**src/rtl/fetch_queue.sv**
```systemverilog
// fetch_queue
//
// Instruction-fetch stage. Generates sequential word-aligned fetch PCs for a
// synchronous instruction memory with a fixed one-cycle read latency, buffers
// the returned words with their PCs in a small in-order queue, and presents
// the head entry to the ID stage.
//
// Handshakes:
//   - Memory side: a read is requested in any cycle with ImemReq=1.
//     ImemData for that read is valid in the following cycle. There is no
//     ready signal, so the memory must always accept a request.
//   - ID side: ValidD=1 offers {InstrD, PCD}. The entry is consumed at the
//     clock edge when ValidD=1 and StallD=0. When ValidD=0, InstrD shows a
//     NOP and PCD shows 0.
//   - RedirectE=1 discards the queue and any in-flight read, then restarts
//     fetching at the aligned RedirectPC.
//
// Ports:
//   CPU_CLK     in   clock, rising edge
//   CPU_RSTn    in   synchronous active-low reset
//   ImemReq     out  read request this cycle
//   ImemAddr    out  fetch address (bits [1:0] always 00)
//   ImemData    in   read data, one cycle after the request
//   RedirectE   in   control-flow redirect
//   RedirectPC  in   redirect target (bits [1:0] ignored)
//   StallD      in   ID cannot accept this cycle
//   ValidD      out  InstrD/PCD hold a real instruction
//   InstrD      out  head instruction, or NOP (32'h13) when not valid
//   PCD         out  PC of InstrD, or 0 when not valid

module fetch_queue #(
  parameter int          DEPTH    = 4,
  parameter logic [31:0] RESET_PC = 32'h0000_0000
) (
  input  logic        CPU_CLK,
  input  logic        CPU_RSTn,
  output logic        ImemReq,
  output logic [31:0] ImemAddr,
  input  logic [31:0] ImemData,
  input  logic        RedirectE,
  input  logic [31:0] RedirectPC,
  input  logic        StallD,
  output logic        ValidD,
  output logic [31:0] InstrD,
  output logic [31:0] PCD
);

  localparam int          PW         = $clog2(DEPTH);
  localparam int          CW         = PW + 1;
  localparam logic [31:0] NOP        = 32'h0000_0013;
  localparam logic [31:0] ALIGN_MASK = 32'hFFFF_FFFC;

  logic [31:0]   fetch_pc_q, fetch_pc_d;
  logic          pend_q, pend_d;
  logic [31:0]   pend_pc_q, pend_pc_d;
  logic [PW-1:0] head_q, head_d;
  logic [PW-1:0] tail_q, tail_d;
  logic [CW-1:0] count_q, count_d;

  logic [31:0]   instr_mem_q [DEPTH];
  logic [31:0]   pc_mem_q    [DEPTH];

  logic          valid;
  logic          deq;
  logic          enq;
  logic          issue;
  logic [CW:0]   credit;

  always_comb begin
    // A redirect cycle never presents or consumes an entry.
    valid  = (count_q != '0) & ~RedirectE;
    deq    = valid & ~StallD;
    enq    = pend_q & ~RedirectE;

    // Entries buffered plus the one in flight, minus the one leaving now.
    // Issuing only while this is below DEPTH means every response has a
    // free slot when it arrives. Reset gates the request so that nothing
    // is issued while reset is held.
    credit = {1'b0, count_q} + (CW+1)'(pend_q) - (CW+1)'(deq);
    issue  = CPU_RSTn & ~RedirectE & (credit < (CW+1)'(DEPTH));

    fetch_pc_d = fetch_pc_q;
    pend_d     = 1'b0;
    pend_pc_d  = pend_pc_q;
    head_d     = head_q;
    tail_d     = tail_q;
    count_d    = count_q;

    if (RedirectE) begin
      fetch_pc_d = RedirectPC & ALIGN_MASK;
      head_d     = '0;
      tail_d     = '0;
      count_d    = '0;
    end else begin
      head_d  = head_q + PW'(deq);
      tail_d  = tail_q + PW'(enq);
      count_d = count_q + CW'(enq) - CW'(deq);
      if (issue) begin
        pend_d     = 1'b1;
        pend_pc_d  = fetch_pc_q;
        fetch_pc_d = fetch_pc_q + 32'd4;
      end
    end
  end

  always_ff @(posedge CPU_CLK) begin
    if (!CPU_RSTn) begin
      fetch_pc_q <= RESET_PC & ALIGN_MASK;
      pend_q     <= 1'b0;
      pend_pc_q  <= '0;
      head_q     <= '0;
      tail_q     <= '0;
      count_q    <= '0;
    end else begin
      fetch_pc_q <= fetch_pc_d;
      pend_q     <= pend_d;
      pend_pc_q  <= pend_pc_d;
      head_q     <= head_d;
      tail_q     <= tail_d;
      count_q    <= count_d;
    end
  end

  // Queue storage needs no reset: an entry is only read once count covers it.
  always_ff @(posedge CPU_CLK) begin
    if (CPU_RSTn && enq) begin
      instr_mem_q[tail_q] <= ImemData;
      pc_mem_q[tail_q]    <= pend_pc_q;
    end
  end

  assign ImemReq  = issue;
  assign ImemAddr = fetch_pc_q;
  assign ValidD   = valid;
  assign InstrD   = valid ? instr_mem_q[head_q] : NOP;
  assign PCD      = valid ? pc_mem_q[head_q] : '0;

  // A response landing on a full queue would overwrite the head entry.
  overflow_a: assert property (@(posedge CPU_CLK) disable iff (!CPU_RSTn)
    !(enq && (count_q == CW'(DEPTH))));

endmodule

```
**config.mk**
```make
export PLATFORM = sky130hd
export DESIGN_NAME = fetch_queue
export DESIGN_NICKNAME = d
export VERILOG_FILES = /design/src/rtl/fetch_queue.sv
export SDC_FILE = /design/constraint.sdc
export NUM_CORES = 1
export LEC_CHECK = 0
export BUFFER_PORTS_ARGS = -buffer_cell sky130_fd_sc_hd__buf_2
export CORE_MARGIN = 2
export CORE_UTILIZATION = 52
export CTS_CLUSTER_DIAMETER = 100
export DETAILED_ROUTE_END_ITERATION = 12
export PLACE_DENSITY = 0.76
export SLEW_MARGIN = 20
export SYNTH_ARGS = -nofsm -noshare
export SYNTH_HDL_FRONTEND = slang
export SYNTH_SLANG_ARGS = --single-unit
export TNS_END_PERCENT = 100
```
**constraint.sdc**
```tcl
create_clock -name CPU_CLK -period 6.5 [get_ports CPU_CLK]
set_clock_uncertainty 0.1 [all_clocks]
set_input_delay 0.975 -clock CPU_CLK [delete_from_list [all_inputs] [get_ports CPU_CLK]]
set_output_delay 0.975 -clock CPU_CLK [all_outputs]
set_load 0.03 [all_outputs]
```
==> flow_metrics.env <==
export IMPL_outcome="finished clean"
export IMPL_reg2reg_from="count_q[2]"
export IMPL_clock_root_buffer="clkbuf_16"
export IMPL_place_ws_ns=1.77
export IMPL_r2r_slack_ns=3.16
export IMPL_cts_buffers=34
export IMPL_place_gp_congestion=0.832
export IMPL_nNetsFinal=1051
export IMPL_overflow=0
export IMPL_totalWireLength_mm=25.6
export IMPL_synth_most_common_cell="edfxtp_1"
export IMPL_synth_edf_count=248
export IMPL_r2r_end="ImemAddr[4]"
export IMPL_cp_end_kind="output port"
export IMPL_pin_count=166
export IMPL_syn_area_per_cell_um2=15.5
export IMPL_worst_slew_pin_slew_ns=0.931
export IMPL_synth_seq_area_share=0.686
export IMPL_cts_sinks=316
export IMPL_insertion_delay_ns=0.49
export IMPL_hp_class="reg -> reg"
export IMPL_yosysUniqueCellTypes=44
export IMPL_grt_setup_unrepaired="no"
export IMPL_cp_arrival_ns=3.65
export IMPL_cts_tree="done"
export IMPL_finalHoldViolations=0
export IMPL_grt_max_degree=74
export IMPL_antennaDiodeCount=0
export IMPL_setup_viol=0
export IMPL_path_max_fanout=49
export IMPL_final_seq_area_mm2=0.00881
export IMPL_peakVddDrop_v=0.000150
export IMPL_track_usage=0.199
export IMPL_cp_required_ns=5.42
export IMPL_worstSetupPathType="in -> out"
export IMPL_wire_per_inst_um=19.4
export IMPL_ant_nets=0
export IMPL_syn_to_final_growth_pct=16.7
export IMPL_die_h_um=161
export IMPL_synth_top_area_share=0.580
export IMPL_holdWs_ns=0.401
export IMPL_fill_cells=1801
export IMPL_min_to="pc_mem_q[2][26]"
export IMPL_clockBufferDepth=3
export IMPL_via_count=7681
export IMPL_ctsHoldBuffers=0
export IMPL_ys_warn_count=0
export IMPL_post_cts_resize_count=0
export IMPL_dp_hpwl_mm=15.3
export IMPL_grt_pass1_vias=7534
export IMPL_netlist_instances=831
export IMPL_rows=57
export IMPL_finalCriticalPeriod_ns=4.72
export IMPL_grt_pass1_wl_mm=41.0
export IMPL_die_w_um=161
export IMPL_layout_drive_gt1_share=0.294
export IMPL_synth_area_mm2=0.0128
export IMPL_initial_utilization=0.528
export IMPL_power_density_mw_per_mm2=284
export IMPL_clkTransAtPathRegs_ns=0.06
export IMPL_timing_final_ws_setup_ns=1.78
export IMPL_synthFlopType="edfxtp_1"
export IMPL_post_cts_buffers=0
export IMPL_core_area_mm2=0.0243
export IMPL_drtIter0Drc=600
export IMPL_synth_common_cells="248 x edfxtp_1, 68 x dfxtp_1, 66 x nor2b_1, 66 x o21ai_0, 62 x mux4_2"
export IMPL_maxCapViolations=0
export IMPL_numPortBuffers=159
export IMPL_max_freq_mhz=212
export IMPL_viasPerCell=5.81
export IMPL_async_flop_share=0
export IMPL_htree_levels=2
export IMPL_drc=0
export IMPL_synthTopCellsByArea="edfxtp_1 58%, mux4_2 11%, dfxtp_1 11%, nor2b_1 3.2%, o21ai_0 2.6%"
export IMPL_fin_crit_sh=0.726
export IMPL_slew_violations=0
export IMPL_worst_setup_path_start_kind="primary input"
export IMPL_synth_top_area_cell="edfxtp_1"
export IMPL_slew_headroom=0.379
export IMPL_die_area_mm2=0.0260
export IMPL_power_leakage_nw=5.12
export IMPL_reg2regPathDepth=10
export IMPL_hold_path_cell_count=0
export IMPL_firstDrtPassIters=7
export IMPL_antenna_found_initial=0
export IMPL_synth_ff_latch_count=316
export IMPL_multi_input_area_mm2=0.00379
export IMPL_min_from="pend_pc_q[26]"
-- power breakdown --
part | switching, W | internal, W | total, W
logic | 0.000127 | 0.0000683 | 0.000195
registers | 0.0000376 | 0.00220 | 0.00224
clock network | 0.000716 | 0.00111 | 0.00183
-- logic make-up after synthesis --
group,synth area share
AO/OA/AOI/OAI,0.0666
buffers and inverters,0.0242
other,0.000292
adder cells (fa/ha/maj),0.00643
AND/OR/NAND/NOR,0.103
XOR/XNOR,0.00341
flip-flops,0.686
multiplexers,0.110
-- final cells by class --
| class | instances | area share |
|---|---|---|
| clock inverter | 14 | 0.00960 |
| timing repair buffer | 172 | 0.0596 |
| inverter | 7 | 0.00175 |
| sequential | 316 | 0.588 |
| clock buffer | 43 | 0.0611 |
| tap | 324 | 0.0270 |
| multi-input combinational | 446 | 0.253 |
-- worst max-delay path: stages --
cell and delay [ns]:
buf_2 0.28, inv_1 0.11, buf_4 0.41, o21ai_4 0.10, or3_1 0.32, ha_1 0.29, nor3b_1 0.15, a311oi_2 0.45
mux2i_4 0.30, nor2_1 0.08, buf_2 0.18
-- per-layer routing --
| metal | track usage | vias up | wire length [µm] | share of wire |
|---|---|---|---|---|
| met1 | 0.298 | 3786 | 11500 | 0.45 |
| met5 | 0 | - | 0 | 0 |
| li1 | - | 3544 | - | - |
| met2 | 0.309 | 322 | 11900 | 0.46 |
| met3 | 0.0318 | 29 | 1880 | 0.073 |
| met4 | 0.0532 | 0 | 405 | 0.016 |
-- registers in the layout, indices dropped and copies added, names as in the netlist --
signal / cells
ImemAddr: 30
count_q: 3
head_q: 2
instr_mem_q: 128
pc_mem_q: 120
pend_pc_q: 30
pend_q: 1
tail_q: 2
-- how the worst max path moves through the flow --
stage               slack, ns           endpoint       from
finish                   1.78            ImemReq  RedirectE
floorplan               -0.26  instr_mem_q[0][0]  RedirectE
CTS                      1.77            ImemReq  RedirectE
global placement         1.81            ImemReq  RedirectE
global route             1.59            ImemReq  RedirectE
detailed placement       1.77            ImemReq  RedirectE
-- cell usage in the layout (no fill, tap or decap), types with 8 or more instances in the layout --
cell         n
a311oi_1     8
o21ai_0     65
clkbuf_16   35
or3_1       10
nand3_1     44
buf_2      159
a21boi_0    31
buf_4       13
a31oi_1     12
nor3_1       9
nor2_1      16
nor2b_1     65
nor3b_1     10
edfxtp_1   248
nand2_1     23
nand4_1     12
dfxtp_1     66
mux4_2      62
-- through the flow --
stage                     utilization  total power, W  instances  area (µm²)  TNS (ns)
after detailed placement        0.573         0.00248       1265       13900         0
after global placement          0.573         0.00247       1265       13900         0
final                           0.616         0.00426       1322       15000         0
after global routing            0.616         0.00440       1322       15000         0
after CTS                       0.616         0.00431       1322       15000         0
after floorplan                     -         0.00240        834       12900    -32.60
(Power assumes the default switching activity.)
